### src/rtl/mem_ctrl_if.sv
// Request/response bundle between the execute stage and mem_ctrl.
// The master drives requests; the slave (mem_ctrl) returns ready and responses.
interface mem_ctrl_if;
  logic        req_valid;
  logic        req_ready;
  logic        req_we;
  logic [1:0]  req_size;
  logic        req_unsigned;
  logic [31:0] req_addr;
  logic [31:0] req_wdata;
  logic        rsp_valid;
  logic [31:0] rsp_rdata;
  logic        rsp_err;

  modport master (
    output req_valid, req_we, req_size, req_unsigned, req_addr, req_wdata,
    input  req_ready, rsp_valid, rsp_rdata, rsp_err
  );

  modport slave (
    input  req_valid, req_we, req_size, req_unsigned, req_addr, req_wdata,
    output req_ready, rsp_valid, rsp_rdata, rsp_err
  );
endinterface

### src/rtl/mem_ctrl.sv
// Load/store front end for a 64K x 32 single-port RAM with sub-word read-modify-write.
// Define MEMCTRL_MISALIGN_TRAP_EN to reject misaligned halfword/word accesses as errors.
module mem_ctrl (
  input  logic        clk,
  input  logic        rst,
  mem_ctrl_if.slave   bus,
  output logic        ram_rw,
  output logic [15:0] ram_address,
  output logic [31:0] ram_data_in,
  input  logic [31:0] ram_data_out
);

  typedef enum logic [1:0] {StIdle, StRead, StMerge, StWrite} state_e;

  state_e      state_q, state_d;
  logic        we_q, we_d;
  logic [1:0]  size_q, size_d;
  logic        uns_q, uns_d;
  logic [1:0]  addr_lo_q, addr_lo_d;
  logic [15:0] wdata_q, wdata_d;
  logic        err_pend_q, err_pend_d;
  logic        ram_rw_q, ram_rw_d;
  logic [15:0] ram_address_q, ram_address_d;
  logic [31:0] ram_data_in_q, ram_data_in_d;
  logic        rsp_valid_q, rsp_valid_d;
  logic [31:0] rsp_rdata_q, rsp_rdata_d;
  logic        rsp_err_q, rsp_err_d;

  logic        req_err;
  logic [7:0]  byte_sel;
  logic [15:0] half_sel;
  logic [31:0] load_fmt;
  logic [31:0] merged;
  logic        unused_addr_hi;

  assign unused_addr_hi = ^bus.req_addr[31:18];

`ifdef MEMCTRL_MISALIGN_TRAP_EN
  logic misaligned;
  assign misaligned = ((bus.req_size == 2'b01) && bus.req_addr[0]) ||
                      ((bus.req_size == 2'b10) && (bus.req_addr[1:0] != 2'b00));
  assign req_err    = (bus.req_size == 2'b11) || misaligned;
`else
  assign req_err    = (bus.req_size == 2'b11);
`endif

  // Lane selection ignores the sub-lane address bits, which forces alignment.
  always_comb begin
    byte_sel = ram_data_out[{addr_lo_q, 3'b000} +: 8];
    half_sel = ram_data_out[{addr_lo_q[1], 4'b0000} +: 16];
    unique case (size_q)
      2'b00:   load_fmt = uns_q ? {24'h0, byte_sel} : {{24{byte_sel[7]}}, byte_sel};
      2'b01:   load_fmt = uns_q ? {16'h0, half_sel} : {{16{half_sel[15]}}, half_sel};
      default: load_fmt = ram_data_out;
    endcase
    merged = ram_data_out;
    if (size_q == 2'b00) begin
      merged[{addr_lo_q, 3'b000} +: 8] = wdata_q[7:0];
    end else begin
      merged[{addr_lo_q[1], 4'b0000} +: 16] = wdata_q;
    end
  end

  always_comb begin
    state_d       = state_q;
    we_d          = we_q;
    size_d        = size_q;
    uns_d         = uns_q;
    addr_lo_d     = addr_lo_q;
    wdata_d       = wdata_q;
    err_pend_d    = 1'b0;
    ram_rw_d      = 1'b0;
    ram_address_d = ram_address_q;
    ram_data_in_d = ram_data_in_q;
    rsp_valid_d   = 1'b0;
    rsp_rdata_d   = 32'h0;
    rsp_err_d     = 1'b0;

    // Rejected requests answer one edge after acceptance.
    if (err_pend_q) begin
      rsp_valid_d = 1'b1;
      rsp_err_d   = 1'b1;
    end

    unique case (state_q)
      StIdle: begin
        if (bus.req_valid && bus.req_ready) begin
          we_d      = bus.req_we;
          size_d    = bus.req_size;
          uns_d     = bus.req_unsigned;
          addr_lo_d = bus.req_addr[1:0];
          wdata_d   = bus.req_wdata[15:0];
          if (req_err) begin
            err_pend_d = 1'b1;
          end else if (bus.req_we && (bus.req_size == 2'b10)) begin
            ram_rw_d      = 1'b1;
            ram_address_d = bus.req_addr[17:2];
            ram_data_in_d = bus.req_wdata;
            state_d       = StWrite;
          end else begin
            ram_address_d = bus.req_addr[17:2];
            state_d       = StRead;
          end
        end
      end
      StRead: state_d = StMerge;
      StMerge: begin
        if (!we_q) begin
          rsp_valid_d = 1'b1;
          rsp_rdata_d = load_fmt;
          state_d     = StIdle;
        end else begin
          ram_rw_d      = 1'b1;
          ram_data_in_d = merged;
          state_d       = StWrite;
        end
      end
      StWrite: begin
        rsp_valid_d = 1'b1;
        state_d     = StIdle;
      end
      default: state_d = StIdle;
    endcase
  end

  always_ff @(posedge clk) begin
    if (rst) begin
      state_q       <= StIdle;
      we_q          <= 1'b0;
      size_q        <= 2'b00;
      uns_q         <= 1'b0;
      addr_lo_q     <= 2'b00;
      wdata_q       <= 16'h0;
      err_pend_q    <= 1'b0;
      ram_rw_q      <= 1'b0;
      ram_address_q <= 16'h0;
      ram_data_in_q <= 32'h0;
      rsp_valid_q   <= 1'b0;
      rsp_rdata_q   <= 32'h0;
      rsp_err_q     <= 1'b0;
    end else begin
      state_q       <= state_d;
      we_q          <= we_d;
      size_q        <= size_d;
      uns_q         <= uns_d;
      addr_lo_q     <= addr_lo_d;
      wdata_q       <= wdata_d;
      err_pend_q    <= err_pend_d;
      ram_rw_q      <= ram_rw_d;
      ram_address_q <= ram_address_d;
      ram_data_in_q <= ram_data_in_d;
      rsp_valid_q   <= rsp_valid_d;
      rsp_rdata_q   <= rsp_rdata_d;
      rsp_err_q     <= rsp_err_d;
    end
  end

  assign bus.req_ready = (state_q == StIdle) && !rst;
  assign bus.rsp_valid = rsp_valid_q;
  assign bus.rsp_rdata = rsp_rdata_q;
  assign bus.rsp_err   = rsp_err_q;
  assign ram_rw        = ram_rw_q;
  assign ram_address   = ram_address_q;
  assign ram_data_in   = ram_data_in_q;

endmodule

### src/flat_wrapper.sv
// flat-port wrapper written by rule: the top's interface ports become plain ports
module mem_ctrl_flat 
  (clk, rst, ram_rw, ram_address, ram_data_in, ram_data_out, bus_req_valid, bus_req_we, bus_req_size, bus_req_unsigned, bus_req_addr, bus_req_wdata, bus_req_ready, bus_rsp_valid, bus_rsp_rdata, bus_rsp_err);
  mem_ctrl_if bus_i ();
  input  logic clk;
  input  logic rst;
  output logic ram_rw;
  output logic [15:0] ram_address;
  output logic [31:0] ram_data_in;
  input  logic [31:0] ram_data_out;
  input wire logic [$bits(bus_i.req_valid)-1:0] bus_req_valid;
  input wire logic [$bits(bus_i.req_we)-1:0] bus_req_we;
  input wire logic [$bits(bus_i.req_size)-1:0] bus_req_size;
  input wire logic [$bits(bus_i.req_unsigned)-1:0] bus_req_unsigned;
  input wire logic [$bits(bus_i.req_addr)-1:0] bus_req_addr;
  input wire logic [$bits(bus_i.req_wdata)-1:0] bus_req_wdata;
  output wire logic [$bits(bus_i.req_ready)-1:0] bus_req_ready;
  output wire logic [$bits(bus_i.rsp_valid)-1:0] bus_rsp_valid;
  output wire logic [$bits(bus_i.rsp_rdata)-1:0] bus_rsp_rdata;
  output wire logic [$bits(bus_i.rsp_err)-1:0] bus_rsp_err;
  assign bus_i.req_valid = bus_req_valid;
  assign bus_i.req_we = bus_req_we;
  assign bus_i.req_size = bus_req_size;
  assign bus_i.req_unsigned = bus_req_unsigned;
  assign bus_i.req_addr = bus_req_addr;
  assign bus_i.req_wdata = bus_req_wdata;
  assign bus_req_ready = bus_i.req_ready;
  assign bus_rsp_valid = bus_i.rsp_valid;
  assign bus_rsp_rdata = bus_i.rsp_rdata;
  assign bus_rsp_err = bus_i.rsp_err;
  mem_ctrl u_core (.clk(clk), .rst(rst), .bus(bus_i), .ram_rw(ram_rw), .ram_address(ram_address), .ram_data_in(ram_data_in), .ram_data_out(ram_data_out));
endmodule
### config.mk
export PLATFORM = sky130hd
export DESIGN_NAME = mem_ctrl_flat
export DESIGN_NICKNAME = d
export VERILOG_FILES = /design/src/rtl/mem_ctrl_if.sv /design/src/rtl/mem_ctrl.sv /design/src/flat_wrapper.sv
export SDC_FILE = /design/constraint.sdc
export NUM_CORES = 1
export LEC_CHECK = 0
export BUFFER_PORTS_ARGS = -buffer_cell sky130_fd_sc_hd__buf_2
export CORE_UTILIZATION = 55
export CTS_CLUSTER_SIZE = 25
export DETAILED_ROUTE_END_ITERATION = 16
export PLACE_DENSITY_LB_ADDON = 0.05
export SLEW_MARGIN = 20
export SYNTH_ARGS = -nofsm -noshare
export SYNTH_HDL_FRONTEND = slang
export SYNTH_SLANG_ARGS = --single-unit
export TNS_END_PERCENT = 10
### constraint.sdc
create_clock -name clk -period 4.2 [get_ports clk]
set_clock_uncertainty 0.15 [all_clocks]
set_input_delay 0.84 -clock clk [delete_from_list [all_inputs] [get_ports clk]]
set_output_delay 0.84 -clock clk [all_outputs]
set_load 0.01 [all_outputs]
==> key figures <==
Logic synthesis
  – Compound-Gate Fraction of Synth Area: 0.297
  – Post-synth EDFFs: 0
  – Post-synthesis adder-cell area fraction: 0.0114
  – Post-synth top flop: dfxtp_1
  – Xor/xnor cell area share of the yosys netlist: 0
  – Mux cell area share after synthesis: 0.0478
  – Yosys Warn Count: 0
  – Post-synthesis sequential area ratio: 0.395
  – Syn avg cell area: 8.60 um^2
  – Post-synth cell types: 46
  – Syn_nets: 744
  – Synth Area in Simple Gates: 0.191
  – Mapped Cells: 636
  – Mapped Area: 5470 um^2
  – Largest family of logic cells by synthesized area: compound AO/OA/AOI/OAI gates
  – Ys async rst share: 0
  – Yosys reg bits: 108

STA
  – Worst setup margin: 0.840 ns
  – Max_slew headroom: 0.432
  – Fmax: 0.298 GHz
  – Final Hold Fails: 0
  – Least-Margin Pin Slew: 0.849 ns
  – Final setup viols: 0
  – Final min period: 3.36 ns
  – RSZ-0062 raised after global routing: no
  – Setup TNS: 0 ns
  – Final period util: 0.800
  – Fin. max-slew vios: 0

Clock tree
  – Root Driver: clkbuf_8
  – Setup Fix Bufs, Post-CTS: 0
  – CTS sink cnt: 108
  – H-tree levels: 3
  – CTS tree: built
  – Post-CTS resize count: 0
  – Clock transition at path regs: 0.12 ns
  – Hold-fix buffers, CTS: 0
  – Max clock buf depth: 2
  – Cts bufs inserted: 9
  – Worst-Skew Late Latency: 0.38 ns

Worst hold path
  – Hold Path Class: reg2reg

Setup path
  – Critical path peak fanout: 22
  – CP max stage cell: dfxtp_1
  – CP Class: reg2reg
  – CP required: 4.35 ns
  – Slowest stage delay, CP: 0.78 ns
  – Flop2flop setup slack: 0.84 ns
  – Worst Path Arrival: 3.51 ns
  – Buf/Inv on CP: 1
  – Delay-heaviest family, CP: flip-flops
  – Worst Setup Start Kind: flop
  – Crit. End Element: flop
  – Crit-path cells: inv_1 -> ha_1 -> nor3b_2 -> a41o_1 -> o21ai_0 -> a32oi_2

Run
  – Max-cap violations: 0

Power and ir drop
  – P per Cell Area: 329 nW/um^2
  – LEAKAGE: 2.76 nW
  – Pwr Total: 2.14 mW
  – Max rail drop VDD: 194 uV

Placed design
  – RePlAce Congestion: 0.869
  – DP Wirelength: 11300 um
  – Placed instance area: 6320 um^2
  – Pre-CTS WS: 0.959 ns
  – PortBufs: 172

Die
  – Core area: 9680 um^2
  – Die area: 10300 um^2
  – FP Rows: 36
  – Die Height: 102 um
  – Die Wd: 102 um
  – Initial core utilization: 0.565
  – Top-Level Pins: 187

Detailed routing
  – DRC Markers: 0
  – Routed Wire Length: 15600 um
  – Drt wl/cell: 17.1 um
  – Drt first pass iters: 5
  – Routed vias/inst: 5.85
  – Starting DRC count in detailed routing: 358
  – Antenna-violating nets left: 0
  – Via count: 5331

Finish
  – # diodes: 0
  – Fillers: 854
  – Fraction of final layout cells sized beyond drive strength 1: 0.296
  – Most frequent cells in the layout: buf_2 (172), dfxtp_1 (107), nand2_1 (90)
  – P&R area growth vs syn: 19.0%
  – Final instance area: 6500 um^2
  – Most common cell after layout, fill and taps aside: buf_2
  – Final net count: 881

Global routing
  – First-pass GRT wire length: 24400 um
  – Number of global-route vias before repair: 4775
  – Total GRT Usage: 0.305
  – Remaining global-route overflow: 0
  – Largest net degree at the start of global routing: 49
  – Initial antenna violation count: 0

Outcome
  – Outcome: complete, no violations
[metal layers]
metal  track usage  part of all wire  up-vias
met3        0.0566             0.081       31
met2         0.473              0.46      252
met1         0.426              0.44     2477
li1              -                 -     2571
met4         0.104             0.025        0
met5             0                 0        -
[sequential cells by signal, summed over array words and instances, names as in the netlist]
signal / count
u_core.addr_lo_q: 2
u_core.ram_rw: 1
u_core.bus.rsp_valid: 1
u_core.bus.rsp_err: 1
u_core.ram_data_in: 32
u_core.bus.rsp_rdata: 32
u_core.err_pend_q: 1
u_core.wdata_q: 16
u_core.ram_address: 16
u_core.uns_q: 1
u_core.we_q: 1
u_core.state_q: 2
u_core.size_q: 2
[final timing paths]
| path | from | endpoint | cells past startpoint |
|---|---|---|---|
| min reg2reg | u_core.ram_address[11] | u_core.ram_address[11] | 2 |
| max reg2reg | u_core.addr_lo_q[0] | u_core.ram_data_in[20] | 6 |
| max | u_core.addr_lo_q[0] | u_core.ram_data_in[20] | 6 |
| min | u_core.ram_address[11] | u_core.ram_address[11] | 2 |
[worst min-delay path: stages, from the launching register on]
cell and delay, ns:
dfxtp_1 0.33, nand2_1 0.05, a21oi_1 0.05
[cell families after synthesis]
| family | count (synthesis) |
|---|---|
| flip-flops | 108 |
| AND/OR/NAND/NOR | 204 |
| multiplexers | 26 |
| adder cells (fa/ha/maj) | 5 |
| AO/OA/AOI/OAI | 224 |
| buffers and inverters | 69 |
[per-stage QoR]
stage | instances | util | hold slack (ns)
floorplan | 636 | - | 0.279
global placement | 895 | 0.652 | 0.290
detailed placement | 895 | 0.652 | 0.296
CTS | 911 | 0.672 | 0.314
global route | 911 | 0.672 | 0.337
finish | 911 | 0.672 | 0.313
[synthesized netlist by cell type (2+ instances only)]
library cell / count / share of area
a41o_1: 8 / 0.015
or2_1: 2 / 0.0023
nand3b_1: 2 / 0.0027
mux2i_1: 25 / 0.046
buf_1: 2 / 0.0014
nand2b_1: 54 / 0.062
o21ai_0: 82 / 0.075
buf_4: 2 / 0.0027
nor2b_1: 10 / 0.011
a32o_1: 8 / 0.015
a21oi_1: 59 / 0.054
nand2_1: 90 / 0.062
a222oi_1: 7 / 0.013
or3b_1: 2 / 0.0032
a32oi_1: 4 / 0.0064
a211oi_1: 6 / 0.0082
a221oi_1: 16 / 0.026
ha_1: 5 / 0.011
a2111oi_2: 2 / 0.0055
nor2_1: 24 / 0.016
and2_1: 3 / 0.0034
dfxtp_1: 108 / 0.40
o21ai_1: 2 / 0.0018
inv_1: 14 / 0.0096
o21bai_1: 2 / 0.0027
buf_2: 11 / 0.010
buf_6: 4 / 0.0082
o31ai_1: 2 / 0.0027
a32oi_2: 20 / 0.059
and4_1: 8 / 0.013
clkbuf_1: 36 / 0.025
nor4b_2: 2 / 0.0055
[area by class of cell]
cell class              count  area (um^2)  share of cell area
well taps                 133          166              0.0256
clock inverters             6         58.8             0.00904
multi-input cells         459         3010               0.462
inverters                  14         52.6             0.00808
clock buffers              10          128              0.0196
flip-flops and latches    108         2160               0.333
repair buffers            181          928               0.143
[power by group]
| group | total, mW | internal (mW) | switching (mW) |
|---|---|---|---|
| Sequential | 1.11 | 1.07 | 0.0449 |
| Clock | 0.610 | 0.229 | 0.381 |
| Combinational | 0.414 | 0.161 | 0.252 |
| Total | 2.14 | 1.46 | 0.679 |
Note: power is estimated with default switching activity, not from simulation.
